`src/rtl/reg_file.sv`:
```
// 32 x 32-bit register file with r0 hardwired to zero and a saturating write counter.
// Optional same-cycle write-through bypass on both read ports: define REG_FILE_WR_BYPASS_EN.
module reg_file #(
  parameter int unsigned DATA_W = 32,
  parameter int unsigned ADDR_W = 5
) (
  input  logic              clk,
  input  logic              rst_n,
  input  logic [ADDR_W-1:0] rs_addr,
  input  logic [ADDR_W-1:0] rt_addr,
  output logic [DATA_W-1:0] rs_data,
  output logic [DATA_W-1:0] rt_data,
  input  logic              we,
  input  logic [ADDR_W-1:0] rd_addr,
  input  logic [DATA_W-1:0] rd_data,
  output logic [15:0]       wr_count
);

  localparam int unsigned DEPTH = 1 << ADDR_W;
  localparam int unsigned CNT_W = 16;

  logic [DATA_W-1:0] mem [DEPTH];
  logic              wr_en_c;

  // Writes to r0 are dropped and do not count as committed.
  assign wr_en_c = we && (rd_addr != '0);

  always_ff @(posedge clk or negedge rst_n) begin
    if (!rst_n) begin
      for (int i = 0; i < int'(DEPTH); i++) begin
        mem[i] <= '0;
      end
      wr_count <= '0;
    end else if (wr_en_c) begin
      mem[rd_addr] <= rd_data;
      if (wr_count != '1) begin
        wr_count <= wr_count + CNT_W'(1);
      end
    end
  end

  // Combinational read ports; zero while in reset or when addressing r0.
  always_comb begin
    rs_data = '0;
    rt_data = '0;
    if (rst_n) begin
      if (rs_addr != '0) rs_data = mem[rs_addr];
      if (rt_addr != '0) rt_data = mem[rt_addr];
`ifdef REG_FILE_WR_BYPASS_EN
      if (wr_en_c && (rs_addr == rd_addr)) rs_data = rd_data;
      if (wr_en_c && (rt_addr == rd_addr)) rt_data = rd_data;
`endif
    end
  end

endmodule

```
`config.mk`:
```
export PLATFORM = sky130hd
export DESIGN_NAME = reg_file
export DESIGN_NICKNAME = d
export VERILOG_FILES = /design/src/rtl/reg_file.sv
export SDC_FILE = /design/constraint.sdc
export NUM_CORES = 2
export LEC_CHECK = 0
export ABC_AREA = 1
export ABC_CLOCK_PERIOD_IN_PS = 2200
export BUFFER_PORTS_ARGS = -buffer_cell sky130_fd_sc_hd__buf_2
export CAP_MARGIN = 20
export CORE_MARGIN = 2
export CORE_UTILIZATION = 35
export CTS_CLUSTER_DIAMETER = 200
export DETAILED_ROUTE_END_ITERATION = 6
export GPL_TIMING_DRIVEN = 0
export PLACE_DENSITY_LB_ADDON = 0.12
export SETUP_SLACK_MARGIN = 0.02
export SLEW_MARGIN = 0
export SYNTH_ARGS = -nofsm -noshare
export SYNTH_HDL_FRONTEND = slang
export SYNTH_SLANG_ARGS = --single-unit
```
`constraint.sdc`:
```
create_clock -name clk -period 2.2 [get_ports clk]
set_clock_uncertainty 0.2 [all_clocks]
set_input_delay 0.33 -clock clk [delete_from_list [all_inputs] [get_ports clk]]
set_output_delay 0.33 -clock clk [all_outputs]
set_load 0.05 [all_outputs]
```
======== After elaboration in Yosys (flattened, before gate mapping) ========
Index checks and enable logic that the tools add are counted.
word-level totals
  word-level logic and storage cells ...... 61
  flip-flop bits (word level) ............. 1040
  output and inout bits ................... 80
  input bits .............................. 50
cells by class
  reduce and logical (&&, ||, !) cells .... 6
  multiplexer cells ....................... 13
  bitwise operators ....................... 3
  add/subtract/negate cells ............... 1
  equal/unequal tests ..................... 1
  magnitude comparators ................... 4
operator list
  kind                                                        count
  bitwise mux 1024 bit                                        1
  binary-select mux 32 bit (select 5 bit)                     2
  2-to-1 mux 32 bit                                           9
  demux 32 bit (select 5 bit)                                 1
  greater-or-equal comparator 6 bit, second input constant    3
  NOT 5 -> 6 bit                                              3
  adder 16 x 1 -> 16 bit, second input constant               1
  inequality test 16 bit, second input constant               1
  nonzero test 5 bit                                          3
  less-than comparator 6 x 1 -> 1 bit, second input constant  1
  logical AND 1 bit                                           2
  AND reduction 2 bit                                         1

======== Depth between registers and ports, before layout ========
  depth in word-level cells ............... 6
  mapped depth ............................ 12
  gate-level depth less buffers ........... 9

======== Worst setup path after synthesis ========
No wires, ideal clock.
  kind .................................... input to output
  start ................................... input port rs_addr[1]
  end ..................................... output port rs_data[10]
  stages on the path ...................... 10
  arrival time ............................ 2.123 ns
  buffers on the path ..................... 3
  setup slack ............................. -0.453 ns
  data required time ...................... 1.670 ns
  cells stage by stage .................... clkbuf_1 -> inv_1 -> clkbuf_1 -> clkbuf_1 -> o211ai_1 -> nand3_1 -> nand3_1 -> nand2_1 -> nor2_1 -> nor2_1
on the way
  cells in the longest elaborated chain, start to end .. 6
  elaborated cells on any way between the ends .. 7
  classes of those cells .................. mux: 5; bitwise: 1; reduce/logical: 1
RTL lines
  what                                                   line  text
  from (decl)                                            9     input logic [ADDR_W-1:0] rs_addr,
  NOT 5 -> 6 bit (implied by the code)                   47    if (rs_addr != '0) rs_data = mem[rs_addr];
  binary-select mux 32 bit (select 5 bit)                47
  2-to-1 mux 32 bit (implied by the code) (2 in series)  47
  2-to-1 mux 32 bit (*)                                  47
  2-to-1 mux 32 bit (*)                                  46    if (rst_n) begin
  to (decl)                                              11    output logic [DATA_W-1:0] rs_data,
Every way passes the cells marked *; elsewhere a longest branch is shown, timed or not. The select of a mux whose other input is x is not followed.

======== Worst setup path after layout ========
  start ................................... input port rt_addr[1]
  end ..................................... output port rt_data[3]
on the way
  cells in the longest elaborated chain, start to end .. 6
  elaborated cells on any way between the ends .. 7
  classes of those cells .................. mux: 5; bitwise: 1; reduce/logical: 1
RTL lines
  what                                                   line  text
  from (decl)                                            10    input logic [ADDR_W-1:0] rt_addr,
  NOT 5 -> 6 bit (implied by the code)                   48    if (rt_addr != '0) rt_data = mem[rt_addr];
  binary-select mux 32 bit (select 5 bit)                48
  2-to-1 mux 32 bit (implied by the code) (2 in series)  48
  2-to-1 mux 32 bit (*)                                  48
  2-to-1 mux 32 bit (*)                                  46
  to (decl)                                              12    output logic [DATA_W-1:0] rt_data,
Marked as above.

==> results.toml <==
[clocking]
clock_sinks = 1040
clk_latency_ps = 810
cts_tree = "done"
cts-buffers-inserted = 136
cts_buffer_depth = 3
cts_max_level = 4
path_clk_slew_ps = 60
cts_root_buffer = "clkbuf_16"

[timing]
hold_viol_final = 3
final.setup.worst_slack_ps = -719.2
relSlewSlack_pct = 15.10
maxSlewViolCount = 0
post-route-min-period_ps = 2919
worst_slew_pin_slew_ps = 1274
hold_ws_ps = -20.91
fin_crit_sh_pct = 132.7
finalSetupViolations = 128
rsz0062_at_grt = "true"
fmax_mhz = 342.6

[floorplan]
dieHeight_um = 417.6
start_util_pct = 35.30
die_area_um2 = 174400
std_cell_rows = 151
dieWidth_um = 417.6
ios = 130
core_um2 = 169700

[synthesis]
syn_nets = 8985
synth_warnings = 0
synth_seq_cells = 1040
synth_top_cell_by_area = "dfrtp_1"
synthTopCellsByCount = "nand2_1, nand3_1, dfrtp_1, inv_1, o21ai_0"
synth_edf_count = 0
async_flop_share_pct = 100.0
postSynthCellCount = 8934
synth_most_common_cell = "nand2_1"
synthTopCellsByArea = "dfrtp_1, nand2_1, nand3_1, o21ai_0, inv_1"
synth_ff_type = "dfrtp_1"
syn_area_um2 = 59880
synth.distinct_cells = 21
syn_avg_cell_area_um2 = 6.703
synth_top_area_share_pct = 43.46
seq_area_frac_synth_pct = 43.46

[global_routing]
grt_pass1_vias = 64105
grt_max_degree = 143
antenna_found_initial = 22
grt_usage_pct = 43.01
grt_pass1_wl_um = 520000
grt_overflow = 0

[run_status]
violations = "hold timing, setup timing"
outcome = "finished with violations"

[place]
gp_congestion = 1.065
io_buffers = 125
dp_cells = 11324
dp_hpwl_um = 281800
pre_cts_ws_ps = -2265

[worst_setup_path]
critPathTopFamily = "buffers and inverters"
worstPathArrival_ps = 2390
path_cells = "clkbuf_2 -> inv_4 -> buf_8 -> buf_6 -> nand3_1 -> nand3_2 -> nand3_4 -> nand2_4 -> nor2_1 -> nor2_4 -> buf_8"
crit_required_ps = 1670
cp_num_cells = 11
r2r_cells = 9
cp_slowest_cell = "nor2_4"
path_buf_inv = 5
cp_common_cell = "buf_8"
crit_path_max_fanout = 10
crit_type = "in -> out"
slowest_delay_ps = 320
cp-start-kind = "input pin"
critPathCaptureType = "primary output"

[run]
drv.max_cap_violation_count = 0

[detailed_routing]
first_pass_iters = 7
vias = 69626
routedWlPerCell_um = 33.00
wl_um = 386600
drc = 0
antenna_left = 0
drt_iter0_drc = 10380
avgViaCountPerCell = 5.943

[power_and_ir_drop]
power_mw = 68.41
pwr_density_cell_nw_per_um2 = 865.3
leakage_nw = 38.39
peakVddDrop_mv = 0.8619

[min_path]
holdCritPathClass = "in -> reg"
holdPathStages = 6

[layout]
drive_gt1_share_pct = 22.36
final_nets = 9425
final_cells = 11716
syn_to_final_growth_pct = 32.02
utilization_pct = 46.60
## layout by cell type, fill, tap and decap left out, types with 103 or more instances in the layout
cell and instances:
nand2_1 2881, nand3_4 119, inv_2 178, dfrtp_1 1037, o21ai_0 932, clkbuf_2 103, nand3_2 533, nand3_1 1087
clkbuf_16 153, clkbuf_1 289, o211ai_1 128, clkbuf_8 115, clkbuf_4 106, buf_4 109, inv_1 837, nand2_2 137
## through the flow
step           setup TNS [ps]  instance area [um2]
3_5_place_dp         -1044290                64910
6_report               -41510                79060
5_1_grt                -37390                79020
3_3_place_gp                -                64010
2_1_floorplan          -49.48                60610
4_1_cts               -158550                75140
## per-layer routing
layer  global-route usage, %  vias to the layer above  share of wire [%]
met4                   30.88                       18                8.6
met2                   60.88                     4901                 41
met1                   55.33                    34103                 38
met3                   13.26                     1280                 12
met5                       0                        -              0.047
li1                        -                    29324                  -
## flip-flops by register name (all words and copies together) (netlist names)
| signal | cells |
|---|---|
| mem | 1024 |
| wr_count | 16 |
## worst min-delay path, cell delays in order
cell	delay (ps)
buf_2	190
nor3_2	100
inv_2	70
nor2_2	120
nand2_1	90
o21ai_0	70
## cells by family after synthesis
logic type / share of synthesized area [%]
compound gates: 10.00
buf+inv: 11.10
flops: 43.46
simple gates: 35.25
fa+ha+maj: 0.02089
xor+xnor: 0.1609
## area by class of cell
type / count / area, um2
tap: 2218 / 2775
clock inverter: 49 / 681.9
antenna: 20 / 50.05
inverter: 1018 / 3827
timing repair buffer: 302 / 3560
multi-input combinational: 6147 / 32920
fill: 17441 / 90600
sequential: 1040 / 26030
buffer: 729 / 5295
clock buffer: 193 / 3919
## worst paths after layout
| check | endpoint | from | slack (ps) |
|---|---|---|---|
| min reg2reg | mem[1022]$_DFFE_PN0P_ | mem[1022]$_DFFE_PN0P_ | 280 |
| max in group asynchronous | mem[140]$_DFFE_PN0P_ | rst_n | 450 |
| max reg2reg | wr_count[8]$_DFFE_PN0P_ | wr_count[0]$_DFFE_PN0P_ | 190 |
| min in group asynchronous | mem[882]$_DFFE_PN0P_ | rst_n | 70 |
| min | mem[287]$_DFFE_PN0P_ | rd_addr[3] | -20 |
| max | rt_data[3] | rt_addr[1] | -720 |
## report_power, final
group,internal [mW],switching (mW)
clock,13.9,9.86
sequential,22.8,2.08
combinational,6.07,13.8
total,42.7,25.7
## timing repair
item                                    4_1_cts  5_1_grt
pin swaps                                   167      401
gates resized for setup                    1417      881
hold buffers                                 53        6
endpoints found under the hold margin       836      379
endpoints found under the setup margin      433      524
gates cloned                                  8        2
setup buffers                                 7       53
(Power assumes the default switching activity.)
